**src/rtl/hilo_muldiv_if.sv**
```systemverilog
// hilo_muldiv_if
// Request/result bundle between the execute stage and the HI/LO
// multiply/divide unit.
//   start : request strobe
//   op    : 000 MULT, 001 MULTU, 010 DIV, 011 DIVU, 100 MTHI, 101 MTLO,
//           110/111 no-op
//   A, B  : rs / rt operands
//   HI,LO : architectural HI and LO registers
//   busy  : multiply or divide in progress
//   done  : one-cycle pulse when a multiply/divide result is written
interface hilo_muldiv_if;
  logic        start;
  logic [2:0]  op;
  logic [31:0] A;
  logic [31:0] B;
  logic [31:0] HI;
  logic [31:0] LO;
  logic        busy;
  logic        done;

  // Execute stage side: issues requests, observes HI/LO and status.
  modport master (output start, op, A, B, input HI, LO, busy, done);
  // Unit side: consumes requests, owns HI/LO and status.
  modport slave  (input start, op, A, B, output HI, LO, busy, done);
endinterface

```
**src/rtl/hilo_muldiv_unit.sv**
```systemverilog
// hilo_muldiv_unit
// Iterative 32-bit multiply/divide unit owning the HI/LO registers.
// Multiplies use a 64-bit shift-add (one multiplier bit per cycle, LSB
// first); divides use restoring division (one quotient bit per cycle, MSB
// first). Signed operations run on magnitudes and are sign-corrected in a
// final FIX cycle, which is also the only cycle that writes HI/LO.
// Ports:
//   clk   : clock, rising-edge
//   reset : asynchronous, active-high, clears all state
//   bus   : hilo_muldiv_if slave modport (start/op/A/B in, HI/LO/busy/done out)
module hilo_muldiv_unit (
  input  logic              clk,
  input  logic              reset,
  hilo_muldiv_if.slave      bus
);

  typedef enum logic [1:0] {
    IDLE = 2'd0,
    RUN  = 2'd1,
    FIX  = 2'd2
  } state_t;

  // Two's complement negation helpers.
  function automatic logic [31:0] neg32(input logic [31:0] v);
    return ~v + 32'd1;
  endfunction

  function automatic logic [63:0] neg64(input logic [63:0] v);
    return ~v + 64'd1;
  endfunction

  state_t      state_r;
  state_t      state_s;

  logic [4:0]  cnt_r;
  logic        op_div_r;     // 1: divide, 0: multiply
  logic        neg_q_r;      // negate product / quotient
  logic        neg_rem_r;    // negate remainder (dividend was negative)
  logic        div0_r;       // divisor was zero
  logic [31:0] a_orig_r;     // unmodified dividend for divide-by-zero
  logic [63:0] mcand_r;      // multiplicand, shifted left each iteration
  logic [31:0] b_r;          // multiplier (shifted right) or divisor magnitude
  logic [63:0] prod_r;       // product accumulator
  logic [31:0] rem_r;        // partial remainder
  logic [31:0] dvd_r;        // dividend bits out of MSB, quotient bits into LSB
  logic [31:0] hi_r;
  logic [31:0] lo_r;
  logic        busy_r;
  logic        done_r;

  logic        idle_req_s;
  logic        accept_md_s;
  logic        mthi_s;
  logic        mtlo_s;
  logic        signed_op_s;
  logic [31:0] a_mag_s;
  logic [31:0] b_mag_s;
  logic [63:0] mul_sum_s;
  logic [32:0] rem_shift_s;
  logic [32:0] rem_trial_s;
  logic        q_bit_s;
  logic [63:0] prod_fix_s;
  logic [31:0] quo_fix_s;
  logic [31:0] rem_fix_s;

  // Request decode and operand magnitude selection.
  always_comb begin
    idle_req_s  = (state_r == IDLE) && bus.start;
    accept_md_s = idle_req_s && (bus.op[2] == 1'b0);
    mthi_s      = idle_req_s && (bus.op == 3'b100);
    mtlo_s      = idle_req_s && (bus.op == 3'b101);
    signed_op_s = (bus.op[0] == 1'b0);
    if (signed_op_s && bus.A[31]) begin
      a_mag_s = neg32(bus.A);
    end else begin
      a_mag_s = bus.A;
    end
    if (signed_op_s && bus.B[31]) begin
      b_mag_s = neg32(bus.B);
    end else begin
      b_mag_s = bus.B;
    end
  end

  // One multiply/divide iteration and the final sign correction.
  always_comb begin
    mul_sum_s   = prod_r + (b_r[0] ? mcand_r : 64'd0);
    rem_shift_s = {rem_r, dvd_r[31]};
    rem_trial_s = rem_shift_s - {1'b0, b_r};
    // Trial subtraction did not borrow: quotient bit is 1.
    q_bit_s     = ~rem_trial_s[32];
    if (neg_q_r) begin
      prod_fix_s = neg64(prod_r);
      quo_fix_s  = neg32(dvd_r);
    end else begin
      prod_fix_s = prod_r;
      quo_fix_s  = dvd_r;
    end
    if (neg_rem_r) begin
      rem_fix_s = neg32(rem_r);
    end else begin
      rem_fix_s = rem_r;
    end
  end

  // FSM state register.
  always_ff @(posedge clk or posedge reset) begin
    if (reset) begin
      state_r <= IDLE;
    end else begin
      state_r <= state_s;
    end
  end

  // FSM next-state logic.
  always_comb begin
    state_s = state_r;
    case (state_r)
      IDLE: begin
        if (accept_md_s) begin
          state_s = RUN;
        end else begin
          state_s = IDLE;
        end
      end
      RUN: begin
        if (cnt_r == 5'd31) begin
          state_s = FIX;
        end else begin
          state_s = RUN;
        end
      end
      FIX:     state_s = IDLE;
      default: state_s = IDLE;
    endcase
  end

  // Operand capture and iterative datapath.
  always_ff @(posedge clk or posedge reset) begin
    if (reset) begin
      cnt_r     <= 5'd0;
      op_div_r  <= 1'b0;
      neg_q_r   <= 1'b0;
      neg_rem_r <= 1'b0;
      div0_r    <= 1'b0;
      a_orig_r  <= 32'd0;
      mcand_r   <= 64'd0;
      b_r       <= 32'd0;
      prod_r    <= 64'd0;
      rem_r     <= 32'd0;
      dvd_r     <= 32'd0;
    end else if (accept_md_s) begin
      cnt_r     <= 5'd0;
      op_div_r  <= bus.op[1];
      neg_q_r   <= signed_op_s & (bus.A[31] ^ bus.B[31]);
      neg_rem_r <= signed_op_s & bus.A[31];
      div0_r    <= (bus.B == 32'd0);
      a_orig_r  <= bus.A;
      mcand_r   <= {32'd0, a_mag_s};
      b_r       <= b_mag_s;
      prod_r    <= 64'd0;
      rem_r     <= 32'd0;
      dvd_r     <= a_mag_s;
    end else if (state_r == RUN) begin
      cnt_r <= cnt_r + 5'd1;
      if (op_div_r) begin
        // Restored remainder always fits 32 bits since it is below the divisor.
        rem_r <= q_bit_s ? rem_trial_s[31:0] : rem_shift_s[31:0];
        dvd_r <= {dvd_r[30:0], q_bit_s};
      end else begin
        prod_r  <= mul_sum_s;
        mcand_r <= {mcand_r[62:0], 1'b0};
        b_r     <= {1'b0, b_r[31:1]};
      end
    end
  end

  // HI/LO: written by MTHI/MTLO in IDLE or by the FIX cycle only.
  always_ff @(posedge clk or posedge reset) begin
    if (reset) begin
      hi_r <= 32'd0;
      lo_r <= 32'd0;
    end else if (state_r == FIX) begin
      if (!op_div_r) begin
        hi_r <= prod_fix_s[63:32];
        lo_r <= prod_fix_s[31:0];
      end else if (div0_r) begin
        hi_r <= a_orig_r;
        lo_r <= 32'hFFFF_FFFF;
      end else begin
        hi_r <= rem_fix_s;
        lo_r <= quo_fix_s;
      end
    end else if (mthi_s) begin
      hi_r <= bus.A;
    end else if (mtlo_s) begin
      lo_r <= bus.A;
    end
  end

  // Status flags: busy spans accept..FIX, done pulses on the FIX edge.
  always_ff @(posedge clk or posedge reset) begin
    if (reset) begin
      busy_r <= 1'b0;
      done_r <= 1'b0;
    end else begin
      done_r <= (state_r == FIX);
      if (accept_md_s) begin
        busy_r <= 1'b1;
      end else if (state_r == FIX) begin
        busy_r <= 1'b0;
      end
    end
  end

  assign bus.HI   = hi_r;
  assign bus.LO   = lo_r;
  assign bus.busy = busy_r;
  assign bus.done = done_r;

endmodule

```
**src/flat_wrapper.sv**
```systemverilog
// flat-port wrapper written by rule: the top's interface ports become plain ports
module hilo_muldiv_unit_flat 
  (clk, reset, bus_start, bus_op, bus_A, bus_B, bus_HI, bus_LO, bus_busy, bus_done);
  hilo_muldiv_if bus_i ();
  input  logic clk;
  input  logic reset;
  input wire logic [$bits(bus_i.start)-1:0] bus_start;
  input wire logic [$bits(bus_i.op)-1:0] bus_op;
  input wire logic [$bits(bus_i.A)-1:0] bus_A;
  input wire logic [$bits(bus_i.B)-1:0] bus_B;
  output wire logic [$bits(bus_i.HI)-1:0] bus_HI;
  output wire logic [$bits(bus_i.LO)-1:0] bus_LO;
  output wire logic [$bits(bus_i.busy)-1:0] bus_busy;
  output wire logic [$bits(bus_i.done)-1:0] bus_done;
  assign bus_i.start = bus_start;
  assign bus_i.op = bus_op;
  assign bus_i.A = bus_A;
  assign bus_i.B = bus_B;
  assign bus_HI = bus_i.HI;
  assign bus_LO = bus_i.LO;
  assign bus_busy = bus_i.busy;
  assign bus_done = bus_i.done;
  hilo_muldiv_unit u_core (.clk(clk), .reset(reset), .bus(bus_i));
endmodule
```
**config.mk**
```make
export PLATFORM = sky130hd
export DESIGN_NAME = hilo_muldiv_unit_flat
export DESIGN_NICKNAME = d
export VERILOG_FILES = /design/src/rtl/hilo_muldiv_if.sv /design/src/rtl/hilo_muldiv_unit.sv /design/src/flat_wrapper.sv
export SDC_FILE = /design/constraint.sdc
export NUM_CORES = 1
export LEC_CHECK = 0
export ABC_AREA = 0
export CAP_MARGIN = 20
export CORE_ASPECT_RATIO = 0.75
export CORE_MARGIN = 1.5
export CORE_UTILIZATION = 35
export CTS_BUF_LIST = sky130_fd_sc_hd__clkbuf_16
export DETAILED_ROUTE_END_ITERATION = 7
export PLACE_DENSITY = 0.5
export RECOVER_POWER = 100
export SYNTH_ARGS = -nofsm -noshare
export SYNTH_HDL_FRONTEND = slang
export SYNTH_SLANG_ARGS = --single-unit
```
**constraint.sdc**
```tcl
create_clock -name clk -period 16.35 [get_ports clk]
set_input_delay 2.4525 -clock clk [delete_from_list [all_inputs] [get_ports clk]]
set_output_delay 2.4525 -clock clk [all_outputs]
set_load 0.1 [all_outputs]
```
# Yosys cells after proc, flatten, opt, wreduce, memory -nomap -nowiden
# Index checks and enable logic that the tools add are counted.
dict set report classes {
  add_sub_neg 8
  multipliers 0
  div 0
  n_lt_le_gt_ge 0
  eq_ne 7
  n_shift 0
  n_mux 38
  bitwise 11
  reduce_logical 16
}
# operator n
set op_table {}
lappend op_table {{32-bit two-way mux} 23}
lappend op_table {{64-bit two-way mux} 8}
lappend op_table {{32-bit by 1-bit adder with 32-bit output, second input constant} 4}
lappend op_table {{32-bit NOT} 4}
lappend op_table {{64-bit by 1-bit adder with 64-bit output, second input constant} 1}
lappend op_table {{64-bit adder} 1}
lappend op_table {{64-bit NOT} 1}
lappend op_table {{33-bit by 32-bit subtractor with 33-bit output} 1}
lappend op_table {{32-bit zero test} 1}
lappend op_table {{5-bit two-way mux} 2}
lappend op_table {{2-bit nonzero test} 5}
lappend op_table {{3-bit equality test, second input constant} 2}
lappend op_table {{1-bit logical AND} 6}
lappend op_table {{2-bit AND reduction} 3}
lappend op_table {{5-bit by 1-bit adder with 5-bit output, second input constant} 1}
lappend op_table {{5-bit equality test, second input constant} 1}
lappend op_table {{2-bit inequality test, second input constant} 2}
lappend op_table {{2-bit one-hot mux with 2 select lines} 1}
lappend op_table {{1-bit two-way mux} 3}
lappend op_table {{1-bit NOT} 3}
lappend op_table {{1-bit AND} 2}
lappend op_table {{2-bit by 1-bit equality test with 1-bit output, second input constant} 1}
lappend op_table {{2-bit equality test, second input constant} 1}
lappend op_table {{2-bit zero test} 1}
lappend op_table {{2 further kinds} 2}
dict set report totals {
  register_bits 333
  latchBits 0
  mem_bits_rw 0
  rom_bits 0
  in_bits 70
  out_inout_bits 66
  wordCells 96
  mem_count 0
}

# Depth between registers and ports, before layout
# Gate-level depths: netlist of the first run.
dict set report logic_depth {
  ltp_word 6
  ltp_mapped 16
  depth_no_buf 14
}

# Least setup slack after synthesis of the first run
# OpenSTA, ideal clock, no wires.
dict set report synth_path {
  path_type {input port to flip-flop}
  from {input bus_A[4]}
  to {register u_core.dvd_r[28]}
  setup_ns 0.082
  t_arrival_ns 4.642
  required_time_ns 16.268
  setup_slack_ns 11.626
  path_stages 11
  path_buffers 1
  path_cell_list {clkbuf_1 or4_1 or3_1 nor3_2 nand3_1 o21ai_1 o21ai_1 a21oi_1 xnor2_1 nor2_1 a31oi_1}
}
dict set report synth_via {
  elab_chain_len 4
}
# item line_no
set synth_lines {}
lappend synth_lines {{start: declaration} flat_wrapper.sv:9} ;# input wire logic [$bits(bus_i.A)-1:0] bus_A;
lappend synth_lines {{32-bit NOT} hilo_muldiv_unit.sv:25} ;# return ~v + 32'd1;
lappend synth_lines {{32-bit by 1-bit adder with 32-bit output} hilo_muldiv_unit.sv:25}
lappend synth_lines {{32-bit two-way mux} hilo_muldiv_unit.sv:73} ;# if (signed_op_s && bus.A[31]) begin
lappend synth_lines {{32-bit two-way mux} hilo_muldiv_unit.sv:152} ;# end else if (accept_md_s) begin
lappend synth_lines {{end signal: assignment} hilo_muldiv_unit.sv:163} ;# dvd_r <= a_mag_s;
lappend synth_lines {{end signal: assignment} hilo_muldiv_unit.sv:169} ;# dvd_r <= {dvd_r[30:0], q_bit_s};
lappend synth_lines {{end: declaration} hilo_muldiv_unit.sv:45} ;# logic [31:0] dvd_r;
# No other way between the ends.
# A chain may end at the register's enable or synchronous reset.

# Final worst setup path of the first run
dict set report layout_path {
  from {input bus_start}
  to {register u_core.mcand_r[20]}
}
dict set report layout_via {
  elab_chain_len 4
  word_cells_on_any_way 6
  classes_between {eq/ne: 1; mux: 1; reduce/logical: 4}
}
# item line_no
set layout_lines {}
lappend layout_lines {{start: declaration} flat_wrapper.sv:7} ;# input wire logic [$bits(bus_i.start)-1:0] bus_start;
lappend layout_lines {{1-bit logical AND (*)} hilo_muldiv_unit.sv:68} ;# idle_req_s = (state_r == IDLE) && bus.start;
lappend layout_lines {{1-bit logical AND (*)} hilo_muldiv_unit.sv:69} ;# accept_md_s = idle_req_s && (bus.op[2] == 1'b0);
lappend layout_lines {{2-bit inequality test (no line) / 2-bit nonzero test (equally long branches)} --}
lappend layout_lines {{2-bit AND reduction (no line)} --}
lappend layout_lines {{end signal: assignment} hilo_muldiv_unit.sv:159} ;# mcand_r <= {32'd0, a_mag_s};
lappend layout_lines {{end signal: assignment} hilo_muldiv_unit.sv:172} ;# mcand_r <= {mcand_r[62:0], 1'b0};
lappend layout_lines {{end: declaration} hilo_muldiv_unit.sv:41} ;# logic [63:0] mcand_r;
# Every way passes the cells marked *; elsewhere a longest branch is shown, timed or not.

==> results of run 1 <==
Yosys cell counts (6+ instances only):
cell,n
or4_1,23
a21oi_1,217
nand4_1,17
inv_1,69
buf_1,19
o31ai_1,36
o21ai_1,14
a31o_2,6
dfrtp_1,333
a21o_1,44
or3_1,19
xnor2_1,169
mux2i_1,66
o21ai_0,200
o41ai_1,28
a211oi_1,13
o211ai_1,28
xor2_1,98
o22ai_1,10
o21a_1,13
o221ai_1,24
a221o_1,6
clkbuf_1,156
nand2b_1,31
nand2_1,646
nor4_1,18
and2_1,69
or2_2,9
nand3_1,35
ha_1,102
nor2_1,207
a22oi_1,7
a221oi_1,7
nor3_1,33
nor2b_1,17
and3_1,14
a31oi_1,124
a211o_1,6
mux2_2,10
worst paths after layout:
| kind | end | start |
|---|---|---|
| max in group asynchronous | u_core.bus.LO[27]$_DFFE_PP0P_ | reset |
| min in group asynchronous | u_core.rem_r[10]$_DFFE_PP0P_ | reset |
| hold reg to reg | u_core.a_orig_r[17]$_DFFE_PP0P_ | u_core.a_orig_r[17]$_DFFE_PP0P_ |
| hold / removal | u_core.a_orig_r[17]$_DFFE_PP0P_ | u_core.a_orig_r[17]$_DFFE_PP0P_ |
| setup reg to reg | u_core.mcand_r[20]$_DFFE_PP0P_ | u_core.state_r[0]$_DFF_PP0_ |
| setup / recovery | u_core.mcand_r[20]$_DFFE_PP0P_ | bus_start |
kinds of logic (layout without fill, tap and decap cells):
family	Yosys count	after routing
simple gates	1168	1168
compound gates	829	829
flops	333	333
xor+xnor	268	268
buf+inv	252	298
fa+ha+maj	104	104
mux	76	76
report_power, final:
| part | switching, mW | internal [mW] | total, mW |
|---|---|---|---|
| clock network | 0.390 | 0.461 | 0.851 |
| logic | 2.58 | 1.34 | 3.92 |
| registers | 0.511 | 1.21 | 1.72 |
| total | 3.48 | 3.01 | 6.49 |
metrics by stage:
stage / hold slack [ns] / area, sq um / instances / utilization
2_1_floorplan: 0.437 / 24200 / 3030 / -
3_5_place_dp: 0.457 / 26200 / 3899 / 0.383
5_1_grt: 0.479 / 27400 / 3968 / 0.400
3_3_place_gp: 0.458 / 26200 / 3899 / 0.383
6_report: 0.476 / 27400 / 3968 / 0.400
4_1_cts: 0.472 / 27400 / 3966 / 0.401
worst max-delay path: stages:
cell           delay (ns)
dlygate4sd3_1        0.57
or4b_1               0.98
clkbuf_1             2.73
clkbuf_1             2.75
nor2_1               0.28
a31oi_1              0.33
layer usage:
layer,track usage,wire [um],share of wire,vias up
met4,0.0572,1870,0.021,2
met3,0.0706,8010,0.090,114
met2,0.337,35000,0.39,842
met5,0.00342,34,0.00038,-
met1,0.379,43800,0.49,11087
li1,-,-,-,10678
state kept, by name, indices dropped and copies added (netlist names):
signal / flops
u_core.neg_rem_r: 1
u_core.prod_r: 64
u_core.bus.done: 1
u_core.state_r: 2
u_core.b_r: 32
u_core.a_orig_r: 32
u_core.bus.busy: 1
u_core.rem_r: 32
u_core.op_div_r: 1
u_core.bus.LO: 32
u_core.mcand_r: 64
u_core.dvd_r: 32
u_core.bus.HI: 32
u_core.neg_q_r: 1
u_core.cnt_r: 5
u_core.div0_r: 1
cell type report:
type	instances	area [sq um]
repair buffers	162	1560
clock inverters	25	123
fillers	6969	41000
well taps	892	1120
flip-flops and latches	333	8340
multi-input cells	2445	14900
clock buffers	42	1050
inverters	69	260
==> results.json, run 1 <==
{
  "violations": "capacitance limit, slew limit",
  "cap_violations": 10,
  "setup_viol_count_final": 0,
  "post-place-ws_ns": 10.60,
  "drt-wirelength-per-cell_um": 22.4,
  "yosys.cell_types.count": 81,
  "fin_ws_ns": 6.51,
  "viasPerCell": 5.73,
  "ys_seq_elements": 333,
  "min_period_ns": 9.84,
  "fmax_mhz": 102,
  "cts.sinks": 333,
  "dieArea_sq_um": 70600,
  "route.detailed.drc": 0,
  "drive_above_1_share": 0.0445,
  "wirelength_um": 88700,
  "synth_area_leaders": "dfrtp_1 (34%), nand2_1 (10%), xnor2_1 (6.1%)",
  "reg2regPathDepth": 5,
  "ys_async_sr_fraction": 1.00,
  "dominantRegCellSynth": "dfrtp_1",
  "start_util": 0.354,
  "synth-simple-area-share": 0.216,
  "hold_viol": 0,
  "power_leakage_nw": 11.7,
  "cp.required_ns": 16.81,
  "fin_tns_setup_ns": 0,
  "cts_resized": 0,
  "setup.worst_path.class": "input port to flop",
  "finClkSkew_ns": 0.0331,
  "diodes": 0,
  "drt_iter0_drc": 2092,
  "status": "finished, violations left",
  "crit_path_start_kind": "input port",
  "synth_edf_count": 0,
  "antenna_found_initial": 3,
  "worst_pin_slew_ns": 6.34,
  "gp_congestion": 0.888,
  "port_buffers": 135,
  "arrival_ns": 10.30,
  "final_cell_mix": "nand2_1 (643), dfrtp_1 (330), a21oi_1 (217)",
  "endpoint_kind": "flop",
  "area_growth_pct": 13.2,
  "synth_top_family_by_area": "simple AND/OR/NAND/NOR gates",
  "clock_path_buffers": 3,
  "post-dp-hpwl_um": 64700,
  "die_h_um": 231,
  "synth_fa_ha_area_frac": 0.0545,
  "dieWidth_um": 306,
  "grt_max_degree": 145,
  "vias": 22723,
  "coreArea_sq_um": 68300,
  "rsz0062_at_grt": "no",
  "cts.htree.levels": 2,
  "path_max_fanout": 83,
  "syn_avg_cell_area_sq_um": 7.97,
  "synthMuxAreaShare": 0.0320,
  "grt_pass1_vias": 21195,
  "synth-compound-area-share": 0.215,
  "hold_path_depth": 2,
  "yosysTopAreaCell": "dfrtp_1",
  "p_per_area_nw_per_um2": 237,
  "netlist_instances": 3030,
  "min_path_type": "flop to flop",
  "syn_nets": 3204,
  "fin_nets": 3226,
  "cts_hold_buf": 0,
  "track_usage": 0.248,
  "maxSlewHeadroom": -3.23,
  "fin_crit_sh": 0.602,
  "drtPass1Iterations": 6,
  "post_cts_buffers": 0,
  "r2r_setup_slack_ns": 8.42,
  "synth_top_area_share": 0.345,
  "synth_warnings": 0,
  "cts-root-buf": "clkbuf_16",
  "synth_xor_area_frac": 0.0975,
  "rows": 83,
  "ioPinCount": 136,
  "mostFrequentLayoutCell": "nand2_1",
  "syn_area_sq_um": 24200,
  "vdd_drop_max_v": 0.000139,
  "path_clk_slew_ns": 0.06,
  "clk-insertion-delay-late_ns": 0.59,
  "power_mw": 6.49,
  "grt_pass1_wl_um": 135000,
  "cts_buffers": 41,
  "yosysSeqAreaShare": 0.345,
  "slew_violations": 708,
  "cts_tree": "done",
  "postRouteAntennaNets": 0,
  "overflow": 0
}
(Power assumes the default switching activity.)
==> run 2, diff against run 1 <==
==> constraint.sdc (replaced) <==
create_clock -name clk -period 9.6 [get_ports clk]
set_input_delay 1.44 -clock clk [delete_from_list [all_inputs] [get_ports clk]]
set_output_delay 1.44 -clock clk [all_outputs]
set_load 0.1 [all_outputs]
==> run 2 against run 1 <==
The flow still finishes with violations (capacitance limit, slew limit). Final cell count increased by 0.13%. Utilization increased by 0.057 points. Die area unchanged. Setup slack got worse by 3.5 ns. Register-to-register slack got worse by 5.4 ns. Sequential share of layout area about the same. Clock skew increased by 0.0092 ns. Wire length decreased by 0.88%. Worst hold slack got worse by 0.0034 ns. Via count about the same. First-iteration DRC count decreased by 1.1%. Critical path type unchanged. Largest cell class unchanged. Highest routed layer unchanged.
==> results.json, run 2 (synthesis results as in run 1) <==
{
  "antenna_found_initial": 7,
  "top_regs": "u_core.mcand_r x64, u_core.prod_r x64",
  "rsz0062_at_grt": "no",
  "p_per_area_nw_per_um2": 407,
  "port_buffers": 135,
  "ioPinCount": 136,
  "cts.htree.levels": 2,
  "gp_congestion": 0.909,
  "reg2reg_to": "u_core.prod_r[37]$_DFFE_PP0P_",
  "crit_chain": "dlygate4sd3_1 > or4b_2 > clkbuf_1 > buf_4 > nor2_1 > a31oi_1",
  "vias": 22710,
  "cts-root-buf": "clkbuf_16",
  "dieArea_sq_um": 70600,
  "worst_pin_slew_ns": 4.54,
  "cp.required_ns": 10.11,
  "cts_buffers": 41,
  "grt_pass1_wl_um": 134000,
  "endpoint_kind": "flop",
  "r2r-start": "u_core.op_div_r$_DFFE_PP0P_",
  "hold_viol": 0,
  "start_util": 0.354,
  "path_clk_slew_ns": 0.06,
  "place_inst": 3899,
  "overflow": 0,
  "final_cell_mix": "nand2_1 (644), dfrtp_1 (330), a21oi_1 (217)",
  "clk-insertion-delay-late_ns": 0.59,
  "cap_violations": 11,
  "fmax_mhz": 151,
  "reg2regPathDepth": 6,
  "rows": 83,
  "min_period_ns": 6.64,
  "dieWidth_um": 306,
  "finClkSkew_ns": 0.0423,
  "grtUsageMet2": 0.334,
  "post_cts_buffers": 0,
  "fin_nets": 3224,
  "cts_hold_buf": 0,
  "drt_iter0_drc": 2069,
  "final_cells": 3973,
  "track_usage": 0.245,
  "slew_violations": 761,
  "crit_family": "buffers and inverters",
  "worstHoldEndpoint": "u_core.bus.busy$_DFFE_PP0P_",
  "post-dp-hpwl_um": 63900,
  "power_leakage_nw": 11.7,
  "min_path_type": "flop to flop",
  "fin_crit_sh": 0.691,
  "violations": "capacitance limit, slew limit",
  "maxSlewHeadroom": -2.03,
  "coreArea_sq_um": 68300,
  "drt-wirelength-per-cell_um": 22.1,
  "critPathSlowestCell": "clkbuf_1",
  "setup_viol_count_final": 0,
  "area_growth_pct": 13.4,
  "worst-path-buf-inv": 3,
  "crit_path_start_kind": "input port",
  "hp-start": "u_core.bus.busy$_DFFE_PP0P_",
  "cts.sinks": 333,
  "drtPass1Iterations": 6,
  "fin_tns_setup_ns": 0,
  "setup.worst_path.class": "input port to flop",
  "max_stage_delay_ns": 3.18,
  "status": "finished, violations left",
  "arrival_ns": 7.14,
  "r2r_setup_slack_ns": 2.98,
  "grt_max_degree": 151,
  "grt_use_met1": 0.370,
  "vdd_drop_max_v": 0.000237,
  "hold_path_depth": 2,
  "clock_path_buffers": 3,
  "grt_util_met3": 0.0769,
  "wirelength_um": 88000,
  "cts_tree": "done",
  "viasPerCell": 5.72,
  "fill_cells": 6990,
  "postRouteAntennaNets": 0,
  "busiest_layer": "met1",
  "mostFrequentLayoutCell": "nand2_1",
  "grt_pass1_vias": 21095,
  "cts_resized": 0,
  "die_h_um": 231,
  "whs_ns": 0.473,
  "route.detailed.drc": 0,
  "path_max_fanout": 99,
  "drive_above_1_share": 0.0442
}
run 2: worst max-delay path by stage:
stage	start	end	slack (ns)	depth (start not counted)
6_report	bus_start	u_core.dvd_r[17]$_DFFE_PP0P_	2.96	6
5_1_grt	u_core.op_div_r$_DFFE_PP0P_	u_core.prod_r[37]$_DFFE_PP0P_	2.35	6
4_1_cts	u_core.b_r[0]$_DFFE_PP0P_	u_core.rem_r[4]$_DFFE_PP0P_	4.80	15
3_5_place_dp	u_core.b_r[0]$_DFFE_PP0P_	u_core.rem_r[4]$_DFFE_PP0P_	4.82	15
3_3_place_gp	bus_A[5]	u_core.dvd_r[30]$_DFFE_PP0P_	4.89	11
2_1_floorplan	reset	u_core.a_orig_r[0]$_DFFE_PP0P_	3.71	1
run 2: report_power, final:
group	total (mW)	switching [mW]	internal (mW)	leakage, nW
logic	6.66	4.37	2.29	6.91
registers	2.92	0.867	2.06	4.17
clock network	1.56	0.682	0.874	0.631
run 2: worst register-to-register path: cells and delay by family, from the launching register on:
kind,cells,cell delay [ns]
buf+inv,2,2.79
simple gates,2,2.76
flops,1,0.47
compound gates,2,0.41
run 2: per-stage QoR:
stage	cell area [sq um]	utilization	setup slack [ns]	total power [mW]
2_1_floorplan	24200	-	3.71	7.62
3_3_place_gp	26200	0.383	4.89	9.46
3_5_place_dp	26200	0.383	4.82	9.56
4_1_cts	27500	0.402	4.80	11.2
5_1_grt	27400	0.401	2.35	12.0
6_report	27400	0.401	2.96	11.1
run 2: routing by layer:
metal,part of all wire,routed length (um)
met1,0.49,42700
met2,0.39,34700
met3,0.10,8870
met4,0.019,1670
met5,0.00015,13
run 2: final cells by class:
type / count / area [sq um] / area share
antenna: 1 / 2.50 / 0.0000913
multi-input combinational: 2445 / 14900 / 0.543
inverter: 69 / 260 / 0.00950
clock inverter: 31 / 238 / 0.00868
clock buffer: 42 / 1050 / 0.0384
timing repair buffer: 160 / 1520 / 0.0553
sequential: 333 / 8340 / 0.304
tap: 892 / 1120 / 0.0407
==> run 3, diff against run 2 <==
==> constraint.sdc (replaced) <==
create_clock -name clk -period 6.4 [get_ports clk]
set_input_delay 0.96 -clock clk [delete_from_list [all_inputs] [get_ports clk]]
set_output_delay 0.96 -clock clk [all_outputs]
set_load 0.1 [all_outputs]
==> run 3 against run 2 <==
The run still ends with capacitance limit, slew limit left. Critical endpoint is now u_core.prod_r[20]$_DFFE_PP0P_. Worst hold slack got worse by 0.0034 ns. Die area did not move. Non-clock buffer count grew 4. First-iteration DRC count increased by 0.14%. Critical path depth is the same. Power up 50%. Utilization is essentially flat.
==> results.json, run 3 (synthesis results as in run 1) <==
{
  "fmax_mhz": 187,
  "worst-path-stages": 6,
  "finClkSkew_ns": 0.0467,
  "cts_buffers": 40,
  "reg2regPathDepth": 14,
  "fill_cells": 6987,
  "clk-insertion-delay-late_ns": 0.59,
  "startpoint": "bus_start",
  "grt_max_degree": 123,
  "r2r_setup_slack_ns": 1.23,
  "max_stage_delay_ns": 2.69,
  "setup_viol_count_final": 0,
  "final_cells": 3972,
  "setup.worst_path.class": "input port to flop",
  "path_clk_slew_ns": 0.06,
  "cts_tree": "done",
  "power_leakage_nw": 11.8,
  "worstHoldEndpoint": "u_core.a_orig_r[5]$_DFFE_PP0P_",
  "coreArea_sq_um": 68300,
  "fin_crit_sh": 0.834,
  "min_period_ns": 5.34,
  "r2r-start": "u_core.b_r[0]$_DFFE_PP0P_",
  "p_per_area_nw_per_um2": 610,
  "antenna_found_initial": 6,
  "hold_viol": 0,
  "crit_chain": "dlygate4sd3_1 > nor4b_1 > clkbuf_1 > nor2_2 > buf_4 > a22o_1",
  "cts.sinks": 333,
  "grt_pass1_vias": 21337,
  "place_area_sq_um": 26300,
  "wirelength_um": 89200,
  "place_inst": 3903,
  "status": "finished, violations left",
  "fin_tns_setup_ns": 0,
  "dieWidth_um": 306,
  "vias": 22909,
  "top_regs": "u_core.mcand_r x64, u_core.prod_r x64",
  "dieArea_sq_um": 70600,
  "diodes": 0,
  "route.detailed.drc": 0,
  "overflow": 0,
  "hp-start": "u_core.a_orig_r[5]$_DFFE_PP0P_",
  "min_path_type": "flop to flop",
  "path_max_fanout": 64,
  "rows": 83,
  "worst_pin_slew_ns": 3.80,
  "fin_nets": 3227,
  "maxSlewHeadroom": -1.53,
  "area_growth_pct": 13.5,
  "gp_congestion": 0.922,
  "crit_family": "buffers and inverters",
  "final_cell_mix": "nand2_1 (643), dfrtp_1 (330), a21oi_1 (217)",
  "post_cts_buffers": 0,
  "track_usage": 0.249,
  "port_buffers": 135,
  "postRouteAntennaNets": 0,
  "critPathSlowestCell": "clkbuf_1",
  "cap_violations": 6,
  "design_area_sq_um": 27400,
  "vdd_drop_max_v": 0.000302,
  "cts-root-buf": "clkbuf_16",
  "drive_above_1_share": 0.0451,
  "cts_resized": 0,
  "whs_ns": 0.469,
  "start_util": 0.354,
  "clock_path_buffers": 3,
  "cts.htree.levels": 2,
  "reg2reg_to": "u_core.prod_r[54]$_DFFE_PP0P_",
  "drt_iter0_drc": 2072,
  "grt_pass1_wl_um": 136000,
  "crit_path_start_kind": "input port",
  "hold_path_depth": 2,
  "endpoint_kind": "flop",
  "drt-wirelength-per-cell_um": 22.5,
  "viasPerCell": 5.77,
  "worst-path-buf-inv": 3,
  "final_core_util": 0.401,
  "cp.required_ns": 6.83,
  "die_h_um": 231,
  "violations": "capacitance limit, slew limit",
  "mostFrequentLayoutCell": "nand2_1",
  "post-dp-hpwl_um": 65500,
  "slew_violations": 333,
  "rsz0062_at_grt": "no",
  "ioPinCount": 136,
  "cts_hold_buf": 0,
  "arrival_ns": 5.77,
  "drtPass1Iterations": 6
}
==> run 3: cell count changes in the layout (fill, tap and decap cells not counted), moves of 2 or more <==
cell             before  now
clkdlybuf4s50_1      67   65
o21ai_0             204  210
clkbuf_16            42   40
clkinv_1             13    9
clkinvlp_4            5    1
clkbuf_1              9    6
inv_1                71   74
buf_4                14   18
dlygate4sd3_1        68   70
buf_12                1    3
o21ai_1              11    6
clkinv_2              5    8
==> run 3: how the worst max path moves through the flow <==
stage / end / slack (ns)
after detailed placement: u_core.rem_r[4]$_DFFE_PP0P_ / 1.78
final: u_core.prod_r[20]$_DFFE_PP0P_ / 1.06
after floorplan: u_core.a_orig_r[0]$_DFFE_PP0P_ / 0.99
after global routing: u_core.prod_r[59]$_DFFE_PP0P_ / 0.82
after global placement: u_core.rem_r[4]$_DFFE_PP0P_ / 1.47
after CTS: u_core.rem_r[4]$_DFFE_PP0P_ / 1.78
==> run 3: cell type report <==
type,instances,area (sq um),area share
clock buffers,40,1000,0.0365
clock inverters,29,219,0.00799
inverters,69,260,0.00949
multi-input cells,2445,14900,0.543
flip-flops and latches,333,8340,0.304
well taps,892,1120,0.0407
repair buffers,164,1600,0.0584
==> run 3: where the power goes <==
part	total [mW]	switching (mW)	internal [mW]
Sequential	4.41	1.33	3.08
Combinational	10.0	6.61	3.43
Clock	2.26	1.00	1.25
==> run 3: tightest hold or removal path, delay by kind of cell, from the launching register on <==
family	cells	cell delay (ns)
flops	1	0.33
simple gates	2	0.11
==> run 3: routing by layer <==
layer / share of wire / up-vias / GRT usage
met1: 0.51 / 11287 / 0.394
met4: 0.016 / 2 / 0.0450
met5: 0.00063 / - / 0
met2: 0.40 / 815 / 0.348
li1: - / 10709 / -
met3: 0.075 / 96 / 0.0426
==> run 3: per-stage QoR <==
stage	power (mW)	worst slack, ns
after global routing	17.9	0.817
after CTS	16.8	1.78
after global placement	14.3	1.47
final	16.7	1.06
after detailed placement	14.4	1.78
after floorplan	11.4	0.991
